<file path="config.mk">
export PLATFORM = sky130hd
export DESIGN_NAME = mips_fetch_stage_flat
export DESIGN_NICKNAME = d
export VERILOG_FILES = /design/src/rtl/mips_fetch_stage_if.sv /design/src/rtl/mips_fetch_stage.sv /design/src/flat_wrapper.sv
export SDC_FILE = /design/constraint.sdc
export NUM_CORES = 1
export LEC_CHECK = 0
export ABC_AREA = 1
export BUFFER_PORTS_ARGS = -buffer_cell sky130_fd_sc_hd__buf_2
export CORE_MARGIN = 8
export CORE_UTILIZATION = 55
export DETAILED_ROUTE_END_ITERATION = 10
export GPL_ROUTABILITY_DRIVEN = 0
export PLACE_DENSITY = 0.86
export SYNTH_ARGS = -nofsm -noshare
export SYNTH_HDL_FRONTEND = slang
export SYNTH_SLANG_ARGS = --single-unit
</file>
<file path="constraint.sdc">
create_clock -name clk -period 4.8 [get_ports clk]
set_clock_uncertainty 0.2 [all_clocks]
set_input_delay 0.48 -clock clk [delete_from_list [all_inputs] [get_ports clk]]
set_output_delay 0.48 -clock clk [all_outputs]
set_load 0.1 [all_outputs]
</file>
<file path="src/rtl/mips_fetch_stage_if.sv">
// Signal bundle between the fetch stage and its environment: hazard/redirect
// controls from ID, the instruction-memory port, and the IF/ID register outputs.
interface mips_fetch_stage_if;
   logic        stall;
   logic        branch_taken;
   logic [31:0] branch_target;
   logic        jump;
   logic [31:0] jump_target;
   logic [31:0] imem_addr;
   logic [31:0] imem_data;
   logic [31:0] pc;
   logic [31:0] if_id_instr;
   logic [31:0] if_id_pc4;
   logic        if_id_valid;
   logic        fault;
   logic [31:0] fault_pc;
   logic [31:0] fetch_count;
   logic        fsm_state;     // 0 = RUN, 1 = HALTED

   // No valid/ready handshake: decode consumes IF/ID every cycle it is not
   // stalled, and if_id_valid=0 marks a bubble rather than back-pressure.
   modport master (
      input  stall, branch_taken, branch_target, jump, jump_target, imem_data,
      output imem_addr, pc, if_id_instr, if_id_pc4, if_id_valid,
             fault, fault_pc, fetch_count, fsm_state
   );

   modport slave (
      output stall, branch_taken, branch_target, jump, jump_target, imem_data,
      input  imem_addr, pc, if_id_instr, if_id_pc4, if_id_valid,
             fault, fault_pc, fetch_count, fsm_state
   );
endinterface

</file>
<file path="src/rtl/mips_fetch_stage.sv">
// MIPS program counter plus IF/ID pipeline register, with stall, branch/jump
// redirect, sticky fetch-fault halt and a retired-fetch counter.
module mips_fetch_stage #(
   parameter logic [31:0] RESET_PC   = 32'h0000_0000,
   parameter int          IMEM_BYTES = 256
) (
   input logic                clk,
   input logic                rst,
   mips_fetch_stage_if.master bus
);

   typedef enum logic {RUN = 1'b0, HALTED = 1'b1} state_t;

   // Compared in 33 bits so a PC+4 carry out of 32'hFFFF_FFFC reads as out of range.
   localparam logic [32:0] LAST_PC = 33'(IMEM_BYTES - 4);

   state_t      state_q, state_d;
   logic [31:0] pc_q, pc_d;
   logic [31:0] instr_q, instr_d;
   logic [31:0] pc4_q, pc4_d;
   logic        valid_q, valid_d;
   logic        fault_q, fault_d;
   logic [31:0] fault_pc_q, fault_pc_d;
   logic [31:0] count_q, count_d;

   logic [32:0] pc_plus4;
   logic        redirect;
   logic [31:0] target;
   logic        target_bad;

   assign pc_plus4   = {1'b0, pc_q} + 33'd4;
   assign redirect   = bus.jump | bus.branch_taken;
   assign target     = bus.jump ? bus.jump_target : bus.branch_target;
   assign target_bad = (target[1:0] != 2'b00) || ({1'b0, target} > LAST_PC);

   always_comb begin
      state_d    = state_q;
      pc_d       = pc_q;
      instr_d    = instr_q;
      pc4_d      = pc4_q;
      valid_d    = valid_q;
      fault_d    = fault_q;
      fault_pc_d = fault_pc_q;
      count_d    = count_q;
      case (state_q)
         RUN: begin
            if (redirect) begin
               instr_d = 32'h0;
               pc4_d   = 32'h0;
               valid_d = 1'b0;
               if (target_bad) begin
                  state_d    = HALTED;
                  fault_d    = 1'b1;
                  fault_pc_d = target;
               end else begin
                  pc_d = target;
               end
            end else if (!bus.stall) begin
               instr_d = bus.imem_data;
               pc4_d   = pc_plus4[31:0];
               valid_d = 1'b1;
               count_d = count_q + 32'd1;
               // The word at the last legal PC is still delivered before halting.
               if (pc_plus4 > LAST_PC) begin
                  state_d    = HALTED;
                  fault_d    = 1'b1;
                  fault_pc_d = pc_plus4[31:0];
               end else begin
                  pc_d = pc_plus4[31:0];
               end
            end
         end
         HALTED: begin
            instr_d = 32'h0;
            valid_d = 1'b0;
         end
         default: state_d = RUN;
      endcase
   end

   always_ff @(posedge clk) begin
      if (rst) begin
         state_q    <= RUN;
         pc_q       <= RESET_PC;
         instr_q    <= 32'h0;
         pc4_q      <= 32'h0;
         valid_q    <= 1'b0;
         fault_q    <= 1'b0;
         fault_pc_q <= 32'h0;
         count_q    <= 32'h0;
      end else begin
         state_q    <= state_d;
         pc_q       <= pc_d;
         instr_q    <= instr_d;
         pc4_q      <= pc4_d;
         valid_q    <= valid_d;
         fault_q    <= fault_d;
         fault_pc_q <= fault_pc_d;
         count_q    <= count_d;
      end
   end

   assign bus.imem_addr   = pc_q;
   assign bus.pc          = pc_q;
   assign bus.if_id_instr = instr_q;
   assign bus.if_id_pc4   = pc4_q;
   assign bus.if_id_valid = valid_q;
   assign bus.fault       = fault_q;
   assign bus.fault_pc    = fault_pc_q;
   assign bus.fetch_count = count_q;
   assign bus.fsm_state   = state_q;

endmodule
</file>
<file path="src/flat_wrapper.sv">
// flat-port wrapper written by rule: the top's interface ports become plain ports
module mips_fetch_stage_flat 
#(
   parameter logic [31:0] RESET_PC   = 32'h0000_0000,
   parameter int          IMEM_BYTES = 256
)
  (clk, rst, bus_stall, bus_branch_taken, bus_branch_target, bus_jump, bus_jump_target, bus_imem_data, bus_imem_addr, bus_pc, bus_if_id_instr, bus_if_id_pc4, bus_if_id_valid, bus_fault, bus_fault_pc, bus_fetch_count, bus_fsm_state);
  mips_fetch_stage_if bus_i ();
  input logic clk;
  input logic rst;
  input wire logic [$bits(bus_i.stall)-1:0] bus_stall;
  input wire logic [$bits(bus_i.branch_taken)-1:0] bus_branch_taken;
  input wire logic [$bits(bus_i.branch_target)-1:0] bus_branch_target;
  input wire logic [$bits(bus_i.jump)-1:0] bus_jump;
  input wire logic [$bits(bus_i.jump_target)-1:0] bus_jump_target;
  input wire logic [$bits(bus_i.imem_data)-1:0] bus_imem_data;
  output wire logic [$bits(bus_i.imem_addr)-1:0] bus_imem_addr;
  output wire logic [$bits(bus_i.pc)-1:0] bus_pc;
  output wire logic [$bits(bus_i.if_id_instr)-1:0] bus_if_id_instr;
  output wire logic [$bits(bus_i.if_id_pc4)-1:0] bus_if_id_pc4;
  output wire logic [$bits(bus_i.if_id_valid)-1:0] bus_if_id_valid;
  output wire logic [$bits(bus_i.fault)-1:0] bus_fault;
  output wire logic [$bits(bus_i.fault_pc)-1:0] bus_fault_pc;
  output wire logic [$bits(bus_i.fetch_count)-1:0] bus_fetch_count;
  output wire logic [$bits(bus_i.fsm_state)-1:0] bus_fsm_state;
  assign bus_i.stall = bus_stall;
  assign bus_i.branch_taken = bus_branch_taken;
  assign bus_i.branch_target = bus_branch_target;
  assign bus_i.jump = bus_jump;
  assign bus_i.jump_target = bus_jump_target;
  assign bus_i.imem_data = bus_imem_data;
  assign bus_imem_addr = bus_i.imem_addr;
  assign bus_pc = bus_i.pc;
  assign bus_if_id_instr = bus_i.if_id_instr;
  assign bus_if_id_pc4 = bus_i.if_id_pc4;
  assign bus_if_id_valid = bus_i.if_id_valid;
  assign bus_fault = bus_i.fault;
  assign bus_fault_pc = bus_i.fault_pc;
  assign bus_fetch_count = bus_i.fetch_count;
  assign bus_fsm_state = bus_i.fsm_state;
  mips_fetch_stage #(.RESET_PC(RESET_PC), .IMEM_BYTES(IMEM_BYTES)) u_core (.clk(clk), .rst(rst), .bus(bus_i));
endmodule
</file>
* After elaboration in Yosys (flattened, before gate mapping)
Index checks and enable logic that the tools add are counted.
Storage, ports and cells: memories 0, output and inout port bits 195, register bits 163, latch bits 0, RAM bits 0, memory bits (read-only) 0, input port bits 101, word-level logic and storage cells 54
Cells by class: divide/modulo/power cells 0, multiply operators 0, $lt $le $gt $ge 2, bitwise gates (word level) 4, equality and inequality tests 5, muxes and demuxes 26, reduce and logical (&&, ||, !) cells 7, add/sub/neg operators 2, shift-type cells 0
Operators by type and width (number):
- $mux W32 | 13
- $pmux W32 S2 | 1
- $add A32 B3 Y33 const B | 1
- $gt A33 B8 Y1 const B | 1
- $add A32 B1 Y32 const B | 1
- $gt A32 B8 Y1 const B | 1
- $mux W1 | 11
- $reduce_and A4 Y1 | 2
- $ne A2 B1 Y1 const B | 2
- $ne A2 B2 Y1 const B | 2
- $reduce_bool A2 Y1 | 2
- $ne A3 B2 Y1 const B | 1
- $not A1 Y1 | 3
- $reduce_and A3 Y1 | 1
- $pmux W1 S2 | 1
- $reduce_and A2 Y1 | 1
- $logic_or A1 B1 Y1 | 1
- $or A1 B1 Y1 | 1

* Logic depth before layout (Yosys ltp)
Gate-level depths: netlist (run 1).
depth after elaboration 6, depth in mapped cells 19, mapped depth without buffers 18

* Worst setup path before layout (run 1)
OpenSTA, ideal clock, no wires.
path kind reg-to-reg, from register u_core.pc_q[2], in the netlist u_core.bus.imem_addr[2], to register u_core.fault_pc_q[21], in the netlist u_core.bus.fault_pc[21], buffers on the path 1, stages on the path, launching flop included 18, required time 4.487 ns, clock period less this slack 3.318 ns, library setup time 0.113 ns, slack 1.482 ns, arrival 3.005 ns, cells stage by stage dfxtp_1 -> ha_1 -> nand3_1 -> nor2_1 -> nand2_1 -> nand2_1 -> inv_1 -> nor2_1 -> nand2_1 -> nor2_1 -> nand2_1 -> nand2_1 -> nand4_2 -> nand3_2 -> buf_4 -> nand2_1 -> nand2_1 -> nor2_1
On the way: word-level cells in the longest chain between the ends 4, elaborated cells between the ends (all ways) 7, classes of those cells add/sub (1); order compare (1); mux (3); reduce/logical (2)
Ends and longest elaborated chain:
- start, declared | RTL line mips_fetch_stage.sv:18 | logic [31:0] pc_q, pc_d;
- start signal, assigned | RTL line mips_fetch_stage.sv:93 | pc_q <= pc_d;
- $add A32 B3 Y33 (*) | RTL line mips_fetch_stage.sv:31 | assign pc_plus4 = {1'b0, pc_q} + 33'd4;
- $gt A33 B8 Y1 or $mux W32 (tied branches) | RTL line mips_fetch_stage.sv:64 | if (pc_plus4 > LAST_PC) begin
- $reduce_bool A2 Y1 (no line) or $mux W32 (tied branches)
- $reduce_and A4 Y1 (no line) or $mux W32 (tied branches)
- end signal, assigned | RTL line mips_fetch_stage.sv:98 | fault_pc_q <= fault_pc_d;
- end, declared | RTL line mips_fetch_stage.sv:23 | logic [31:0] fault_pc_q, fault_pc_d;
Every way passes the cells marked *; elsewhere a longest branch is shown, timed or not. The select of a mux whose other input is x is not followed. A chain may end at the register's enable or synchronous reset.

* Worst setup path after layout (run 1)
from register u_core.pc_q[2], in the netlist u_core.bus.imem_addr[2], to register u_core.fault_pc_q[30], in the netlist u_core.bus.fault_pc[30]
The elaborated chain is that of the path after synthesis.

==> flow_metrics.env, run 1 <==
export IMPL_status="completed"
export IMPL_wl_per_cell_um=16.6
export IMPL_peakVddDrop_mv=0.234
export IMPL_ys_flop_type="dfxtp_1"
export IMPL_cp_cell_sequence="ha_1 -> nand2_1 -> nor2_4 -> nand2_1 -> inv_2 -> nand2_1 -> nand2_1 -> nand2_1 -> inv_2 -> nand2_1 -> nor2_1 -> nand3_1 -> nor2_1 -> nand4_2 -> nand3_2 -> buf_4 -> nand2_1 -> nand2_1 -> nor2_1"
export IMPL_grt_max_degree=63
export IMPL_io_pins=296
export IMPL_ys_types=41
export IMPL_max_freq_ghz=0.268
export IMPL_p_total_mw=3.91
export IMPL_cp_required_ps=4930
export IMPL_rsz0062_at_grt="false"
export IMPL_slowest_delay_ps=490
export IMPL_setup_slack_ps=1070
export IMPL_place_worst_setup_slack_ps=1060
export IMPL_yosysMostFrequentCell="nand2_1"
export IMPL_holdBufCountCts=0
export IMPL_track_usage=0.292
export IMPL_async_flop_share=0
export IMPL_viasPerCell=5.42
export IMPL_avgSynthCellArea_um2=6.48
export IMPL_drtPass1Iterations=7
export IMPL_hold_violations=0
export IMPL_syn_nets=1454
export IMPL_hp_class="in2reg"
export IMPL_finalSetupTns_ps=0
export IMPL_io_buffer_count=295
export IMPL_yosys_area_top_type="dfxtp_1"
export IMPL_synthTopCellsByArea="dfxtp_1 37%, nand2_1 15%, nor2_1 8.4%, a21oi_1 7.0%, inv_1 6.1%"
export IMPL_synth_edf_count=0
export IMPL_grt_pass1_wl_um=47300
export IMPL_drive_above_1_share=0.233
export IMPL_core_area_um2=15700
export IMPL_final_area_um2=10600
export IMPL_areaGrowthSynthToFinish_pct=21.7
export IMPL_clkLatencyLatePin_ps=440
export IMPL_ant_nets=0
export IMPL_antenna_found_initial=0
export IMPL_tightest_slew_ps=874
export IMPL_finalSetupViolCount=0
export IMPL_worstPathArrival_ps=3850
export IMPL_cp_max_fo=49
export IMPL_grt_pass1_vias=9415
export IMPL_cts_setup_buffers=0
export IMPL_startpoint_type="flop"
export IMPL_slew_violations=0
export IMPL_powerDensity_nw_per_um2=367
export IMPL_place_area_um2=10000
export IMPL_htreeDepth=4
export IMPL_start_util=0.557
export IMPL_layout_nets=1682
export IMPL_route_vias_total=9793
export IMPL_die_w_um=142
export IMPL_antenna_cells=0
export IMPL_fin_crit_sh=0.776
export IMPL_dp_hpwl_um=22600
export IMPL_met3_usage=0.112
export IMPL_end_kind="flop"
export IMPL_ys_seq_elements=163
export IMPL_crit_path_frequent_cell="nand2_1"
export IMPL_setup_worst_path_class="reg2reg"
export IMPL_root_buffer="clkbuf_16"
export IMPL_fin_util=0.678
export IMPL_leakage_nw=5.18
export IMPL_drc=0
export IMPL_syn_instance_count=1350
export IMPL_clockBufferDepth=2
export IMPL_clkTransAtPathRegs_ps=70
export IMPL_critPathSlowestCell="dfxtp_1"
export IMPL_num_rows=46
export IMPL_cts_made_buffers=17
export IMPL_ys_top_cells_by_count="352 x nand2_1, 197 x nor2_1, 163 x dfxtp_1"
export IMPL_min_period_ps=3730
export IMPL_post_cts_resized=0
export IMPL_synth_top_area_frac=0.373
export IMPL_dieArea_um2=20200
export IMPL_relSlewSlack=0.417
export IMPL_gr_usage_met1=0.323
export IMPL_cts_tree="done"
export IMPL_synth_area_um2=8750
export IMPL_ys_warnings_count=0
export IMPL_busiest_layer="met2"
export IMPL_grt_overflow=0
export IMPL_clock_sinks=163
export IMPL_die_height_um=142
export IMPL_synth_seq_area_share=0.373
export IMPL_drt_total_wl_um=30000
export IMPL_maxCapViolCount=0
export IMPL_grtUsageMet2=0.485
export IMPL_drt_initial_drc_count=928
power by group:
part / switching (mW) / internal (mW) / total (mW)
clock network: 0.590 / 0.800 / 1.39
logic: 0.863 / 0.185 / 1.05
registers: 0.0538 / 1.42 / 1.47
area by class of cell:
cell class                      instances  area [um2]
Clock inverter                         13         149
Timing Repair Buffer                  303        1540
Fill cell                            1399        5060
Inverter                              150         563
Sequential cell                       163        3260
Multi-Input combinational cell        943        4410
Clock buffer                           19         453
Tap cell                              216         270
worst max-delay path, delay by kind of cell (launching register included):
kind	cells	cell delay, ps
simple gates	15	1940
fa+ha+maj	1	320
flops	1	490
buf+inv	3	640
path summary, 6_finish.rpt:
path,from,end,slack [ps],depth (start not counted)
hold / removal,bus_imem_data[12],u_core.bus.if_id_instr[12],80,3
setup / recovery,u_core.bus.imem_addr[2],u_core.bus.fault_pc[30],1070,19
setup reg to reg,u_core.bus.imem_addr[2],u_core.bus.fault_pc[30],1070,19
hold reg to reg,u_core.bus.if_id_pc4[2],u_core.bus.if_id_pc4[2],260,2
layout by cell type, fill, tap and decap left out, types with 8 or more instances in the layout:
cell	instances
o21ai_0	59
mux2i_1	18
buf_4	8
nor3_1	23
clkbuf_16	17
nand3_1	57
a21oi_1	121
nand4_1	58
nand2_1	352
dfxtp_1	163
buf_2	295
nor2_1	197
inv_1	142
routing by layer:
layer	vias up	wire length, um
li1	4765	-
met1	4389	11200
met2	551	14100
met3	88	3630
met4	0	1100
met5	-	0
sequential cells by signal, indices dropped and copies added (netlist names):
signal / flops
u_core.bus.fault: 1
u_core.bus.fault_pc: 32
u_core.bus.fetch_count: 32
u_core.bus.fsm_state: 1
u_core.bus.if_id_instr: 32
u_core.bus.if_id_pc4: 32
u_core.bus.if_id_valid: 1
u_core.bus.imem_addr: 32
stage by stage:
stage | hold slack [ps] | instances
after CTS | 78.1 | 1807
after detailed placement | 253 | 1775
after floorplan | 424 | 1350
after global routing | 82.5 | 1807
final | 82.6 | 1807
after global placement | 246 | 1775
cells by family (layout without fill, tap and decap cells):
| logic type | count (synthesis) | count (layout) | synth area share |
|---|---|---|---|
| xor gates and xnor gates | 3 | 3 | 0.00300 |
| adders and majority gates | 3 | 3 | 0.00429 |
| buffers and inverters | 244 | 485 | 0.124 |
| AOI/OAI and AO/OA | 198 | 198 | 0.118 |
| DFF | 163 | 163 | 0.373 |
| and+or+nand+nor | 721 | 721 | 0.357 |
| muxes | 18 | 18 | 0.0206 |
No activity file was read; power rests on OpenSTA's default activity.
==> inputs of run 2 (changes only) <==
--- a/config.mk
+++ b/config.mk
@@ -8,10 +8,10 @@
 export ABC_AREA = 1
 export BUFFER_PORTS_ARGS = -buffer_cell sky130_fd_sc_hd__buf_2
 export CORE_MARGIN = 8
-export CORE_UTILIZATION = 55
+export CORE_UTILIZATION = 51
 export DETAILED_ROUTE_END_ITERATION = 10
 export GPL_ROUTABILITY_DRIVEN = 0
-export PLACE_DENSITY = 0.86
+export PLACE_DENSITY = 0.81
 export SYNTH_ARGS = -nofsm -noshare
 export SYNTH_HDL_FRONTEND = slang
 export SYNTH_SLANG_ARGS = --single-unit
==> constraint.sdc (replaced) <==
create_clock -name clk -period 3.85 [get_ports clk]
set_clock_uncertainty 0.2 [all_clocks]
set_input_delay 0.385 -clock clk [delete_from_list [all_inputs] [get_ports clk]]
set_output_delay 0.385 -clock clk [all_outputs]
set_load 0.1 [all_outputs]
==> flow_metrics.env, run 2 (synthesis results as in run 1) <==
export IMPL_slew_violations=0
export IMPL_finalSetupTns_ps=0
export IMPL_die_w_um=147
export IMPL_fin_crit_sh=0.905
export IMPL_hold_violations=0
export IMPL_hold_path_end="u_core.bus.if_id_instr[1]"
export IMPL_drive_above_1_share=0.230
export IMPL_dieArea_um2=21600
export IMPL_viasPerCell=5.28
export IMPL_final_area_um2=10900
export IMPL_max_freq_ghz=0.287
export IMPL_root_buffer="clkbuf_16"
export IMPL_cp_required_ps=3970
export IMPL_powerDensity_nw_per_um2=442
export IMPL_holdBufCountCts=20
export IMPL_drtPass1Iterations=7
export IMPL_clkLatencyLatePin_ps=430
export IMPL_cts_tree="done"
export IMPL_r2r_end="u_core.bus.fault_pc[16]"
export IMPL_htreeDepth=4
export IMPL_status="completed"
export IMPL_setup_worst_path_class="reg2reg"
export IMPL_drt_total_wl_um=30000
export IMPL_layout_nets=1708
export IMPL_route_vias_total=9720
export IMPL_track_usage=0.268
export IMPL_cts_made_buffers=17
export IMPL_grt_max_degree=63
export IMPL_place_area_um2=10100
export IMPL_layout_common_cells="352 x nand2_1, 295 x buf_2, 197 x nor2_1, 163 x dfxtp_1, 142 x inv_1"
export IMPL_antenna_found_initial=0
export IMPL_die_height_um=147
export IMPL_rsz0062_at_grt="false"
export IMPL_multi_input_area_um2=4410
export IMPL_grt_pass1_wl_um=47100
export IMPL_peakVddDrop_mv=0.331
export IMPL_antenna_cells=0
export IMPL_end_kind="flop"
export IMPL_cp_max_fo=54
export IMPL_fillers=1572
export IMPL_dp_hpwl_um=22500
export IMPL_grt_overflow=0
export IMPL_r2r_start="u_core.bus.imem_addr[2]"
export IMPL_relSlewSlack=0.549
export IMPL_num_rows=48
export IMPL_core_area_um2=17100
export IMPL_min_period_ps=3480
export IMPL_cts_setup_buffers=0
export IMPL_worstPathArrival_ps=3610
export IMPL_io_buffer_count=295
export IMPL_min_from="bus_imem_data[1]"
export IMPL_maxCapViolCount=0
export IMPL_finalSetupViolCount=0
export IMPL_clockBufferDepth=2
export IMPL_fin_hold_ws_ps=5.86
export IMPL_ant_nets=0
export IMPL_start_util=0.513
export IMPL_startpoint_type="flop"
export IMPL_tightest_slew_ps=672
export IMPL_layout_commonest_cell="nand2_1"
export IMPL_post_cts_resized=0
export IMPL_hp_class="in2reg"
export IMPL_clkTransAtPathRegs_ps=70
export IMPL_hold_path_cell_count=3
export IMPL_io_pins=296
export IMPL_leakage_nw=5.27
export IMPL_areaGrowthSynthToFinish_pct=24.3
export IMPL_drc=0
export IMPL_drt_initial_drc_count=644
export IMPL_register_area_um2=3260
export IMPL_grt_pass1_vias=9128
export IMPL_wl_per_cell_um=16.3
export IMPL_r2r_slack_ps=370
export IMPL_clock_sinks=163
export IMPL_r2r_cells=17
==> run 2: cell count changes in the layout (fill, tap and decap cells not counted) <==
cell,previous run,this run
buf_12,0,1
dlygate4sd3_1,0,21
clkinv_4,4,2
clkbuf_1,0,2
buf_4,8,12
bufinv_16,2,1
==> run 2: worst max-delay path: stages, from the launching register on <==
cell,delay [ps]
dfxtp_1,520
ha_1,330
nand3_1,190
nor2_1,380
nand2_1,100
nand2_1,130
nand2_1,70
nor2_1,100
nand2_1,60
nor2_1,100
nand2_1,60
nand2_1,80
nand4_2,350
nand3_2,210
buf_12,230
nand2_1,110
nand2_1,70
nor2_1,40
==> run 2: metrics by stage <==
stage	worst slack [ps]	utilization	std cells	power (mW)
after detailed placement	536	0.593	1789	3.18
after global placement	636	0.593	1789	3.17
after global routing	142	0.638	1841	4.98
after CTS	494	0.637	1840	4.82
after floorplan	532	-	1350	2.93
final	366	0.638	1841	4.81
==> run 2: area by class of cell <==
| type | count | area share |
|---|---|---|
| clock buffers | 21 | 0.0423 |
| flip-flops and latches | 163 | 0.300 |
| inverters | 150 | 0.0517 |
| clock inverters | 10 | 0.00931 |
| well taps | 225 | 0.0259 |
| repair buffers | 329 | 0.165 |
| multi-input cells | 943 | 0.406 |
==> run 2: how the worst max path moves through the flow <==
stage          slack (ps)                     from                 endpoint
2_1_floorplan         530  u_core.bus.imem_addr[2]  u_core.bus.fault_pc[21]
3_3_place_gp          640  u_core.bus.imem_addr[2]  u_core.bus.fault_pc[14]
3_5_place_dp          540  u_core.bus.imem_addr[2]  u_core.bus.fault_pc[25]
4_1_cts               490  u_core.bus.imem_addr[2]  u_core.bus.fault_pc[16]
5_1_grt               140  u_core.bus.imem_addr[2]  u_core.bus.fault_pc[25]
6_report              370  u_core.bus.imem_addr[2]  u_core.bus.fault_pc[16]
==> run 2: layer usage <==
metal  GRT usage  part of all wire  vias to the layer above
li1            -                 -                     4795
met5           0                 0                        -
met1       0.303              0.38                     4372
met2       0.435              0.46                      483
met4       0.114             0.032                        0
met3       0.114              0.12                       70
==> run 2: power by group <==
group / internal (mW) / total [mW] / leakage [nW] / switching (mW)
sequential: 1.77 / 1.83 / 1.33 / 0.0636
clock: 0.928 / 1.64 / 0.267 / 0.717
combinational: 0.251 / 1.33 / 3.68 / 1.08
==> inputs of run 3 (changes only) <==
--- a/config.mk
+++ b/config.mk
@@ -7,7 +7,6 @@
 export LEC_CHECK = 0
 export ABC_AREA = 1
 export BUFFER_PORTS_ARGS = -buffer_cell sky130_fd_sc_hd__buf_2
-export CORE_MARGIN = 8
 export CORE_UTILIZATION = 51
 export DETAILED_ROUTE_END_ITERATION = 10
 export GPL_ROUTABILITY_DRIVEN = 0
==> flow_metrics.env, run 3 (synthesis results as in run 1) <==
export IMPL_status="completed"
export IMPL_clkTransAtPathRegs_ps=70
export IMPL_rsz0062_at_grt="false"
export IMPL_grt_pass1_vias=8905
export IMPL_end_kind="flop"
export IMPL_cp_max_fo=54
export IMPL_root_buffer="clkbuf_16"
export IMPL_layout_nets=1710
export IMPL_max_freq_ghz=0.290
export IMPL_layout_common_cells="352 x nand2_1, 295 x buf_2, 197 x nor2_1, 163 x dfxtp_1, 142 x inv_1"
export IMPL_finalSetupViolCount=0
export IMPL_num_rows=47
export IMPL_track_usage=0.319
export IMPL_cp_cell_sequence="ha_1 -> nand3_1 -> nor2_1 -> nand2_1 -> nand2_1 -> inv_1 -> nor2_1 -> nand2_1 -> nor2_1 -> nand2_1 -> nand2_1 -> nand4_2 -> nand3_2 -> buf_12 -> nand2_1 -> inv_1 -> nor2_1"
export IMPL_io_pins=296
export IMPL_fin_crit_sh=0.895
export IMPL_cp_top_family="simple AND/OR/NAND/NOR gates"
export IMPL_crit_path_frequent_cell="nand2_1"
export IMPL_stdcell_count=1838
export IMPL_grt_max_degree=58
export IMPL_ant_nets=0
export IMPL_clockBufferDepth=2
export IMPL_die_w_um=133
export IMPL_dp_hpwl_um=20700
export IMPL_cts_made_buffers=17
export IMPL_clkLatencyLatePin_ps=430
export IMPL_cts_setup_buffers=0
export IMPL_drt_total_wl_um=28600
export IMPL_layout_commonest_cell="nand2_1"
export IMPL_die_height_um=133
export IMPL_slowest_delay_ps=490
export IMPL_wl_per_cell_um=15.6
export IMPL_grt_overflow=0
export IMPL_antenna_found_initial=0
export IMPL_critPathSlowestCell="dfxtp_1"
export IMPL_antenna_cells=0
export IMPL_drive_above_1_share=0.231
export IMPL_peakVddDrop_mv=0.325
export IMPL_drtPass1Iterations=7
export IMPL_cp_required_ps=3970
export IMPL_cts_tree="done"
export IMPL_io_buffer_count=295
export IMPL_multi_input_area_um2=4410
export IMPL_relSlewSlack=0.550
export IMPL_route_vias_total=9894
export IMPL_core_area_um2=16600
export IMPL_startpoint_type="flop"
export IMPL_dp_cells=1784
export IMPL_worst_path_buf_inv=3
export IMPL_grt_pass1_wl_um=44700
export IMPL_place_worst_setup_slack_ps=548
export IMPL_viasPerCell=5.38
export IMPL_setup_worst_path_class="reg2reg"
export IMPL_hold_violations=0
export IMPL_dieArea_um2=17700
export IMPL_areaGrowthSynthToFinish_pct=24.5
export IMPL_drc=0
export IMPL_leakage_nw=5.29
export IMPL_hp_class="in2reg"
export IMPL_tightest_slew_ps=675
export IMPL_fillers=1524
export IMPL_min_period_ps=3440
export IMPL_start_util=0.526
export IMPL_clock_sinks=163
export IMPL_register_area_um2=3260
export IMPL_worstPathArrival_ps=3570
export IMPL_htreeDepth=4
export IMPL_slew_violations=0
export IMPL_drt_initial_drc_count=837
export IMPL_maxCapViolCount=0
export IMPL_setup_slack_ps=406
export IMPL_powerDensity_nw_per_um2=443
export IMPL_finalSetupTns_ps=0
==> run 3: path summary, 6_finish.rpt <==
check / startpoint / to / slack (ps) / depth (start not counted)
worst max-delay path: u_core.bus.imem_addr[2] / u_core.bus.fault_pc[28] / 410 / 17
worst min-delay path: bus_imem_data[3] / u_core.bus.if_id_instr[3] / 8 / 3
worst max register to register: u_core.bus.imem_addr[2] / u_core.bus.fault_pc[28] / 410 / 17
worst min register to register: u_core.bus.fault / u_core.bus.fault / 260 / 2
==> run 3: report_power, final <==
part	total [mW]	switching, mW	internal (mW)
sequential	1.83	0.0688	1.77
combinational	1.33	1.08	0.253
clock	1.66	0.747	0.916
==> run 3: stage by stage <==
| stage | util | hold slack (ps) | instance area (um2) | power, mW |
|---|---|---|---|---|
| floorplan | - | 329 | 8750 | 2.93 |
| global placement | 0.607 | 245 | 10100 | 3.16 |
| detailed placement | 0.607 | 251 | 10100 | 3.17 |
| CTS | 0.655 | 1.22 | 10900 | 4.83 |
| global route | 0.655 | 11.5 | 10900 | 4.99 |
| finish | 0.655 | 8.35 | 10900 | 4.83 |
==> run 3: worst min-delay path, stage by stage <==
cell and delay (ps):
buf_2 100, nand2_1 50, a21oi_1 50
==> run 3: cell type report <==
| class | instances | share of cell area |
|---|---|---|
| timing repair buffer | 331 | 0.167 |
| clock inverter | 13 | 0.0114 |
| clock buffer | 18 | 0.0403 |
| multi-input combinational | 943 | 0.405 |
| sequential | 163 | 0.299 |
| tap | 220 | 0.0253 |
| inverter | 150 | 0.0517 |
==> run 3: what timing repair did <==
action | 4_1_cts | 5_1_grt
hold endpoints to repair | 23 | 0
hold buffers | 23 | 0
resized for setup | 0 | 0
==> run 3: routing by layer <==
| metal | GRT usage | part of all wire | vias up |
|---|---|---|---|
| li1 | - | - | 4812 |
| met1 | 0.392 | 0.39 | 4490 |
| met2 | 0.541 | 0.48 | 534 |
| met3 | 0.0644 | 0.098 | 58 |
| met4 | 0.133 | 0.026 | 0 |
| met5 | 0 | 0 | - |
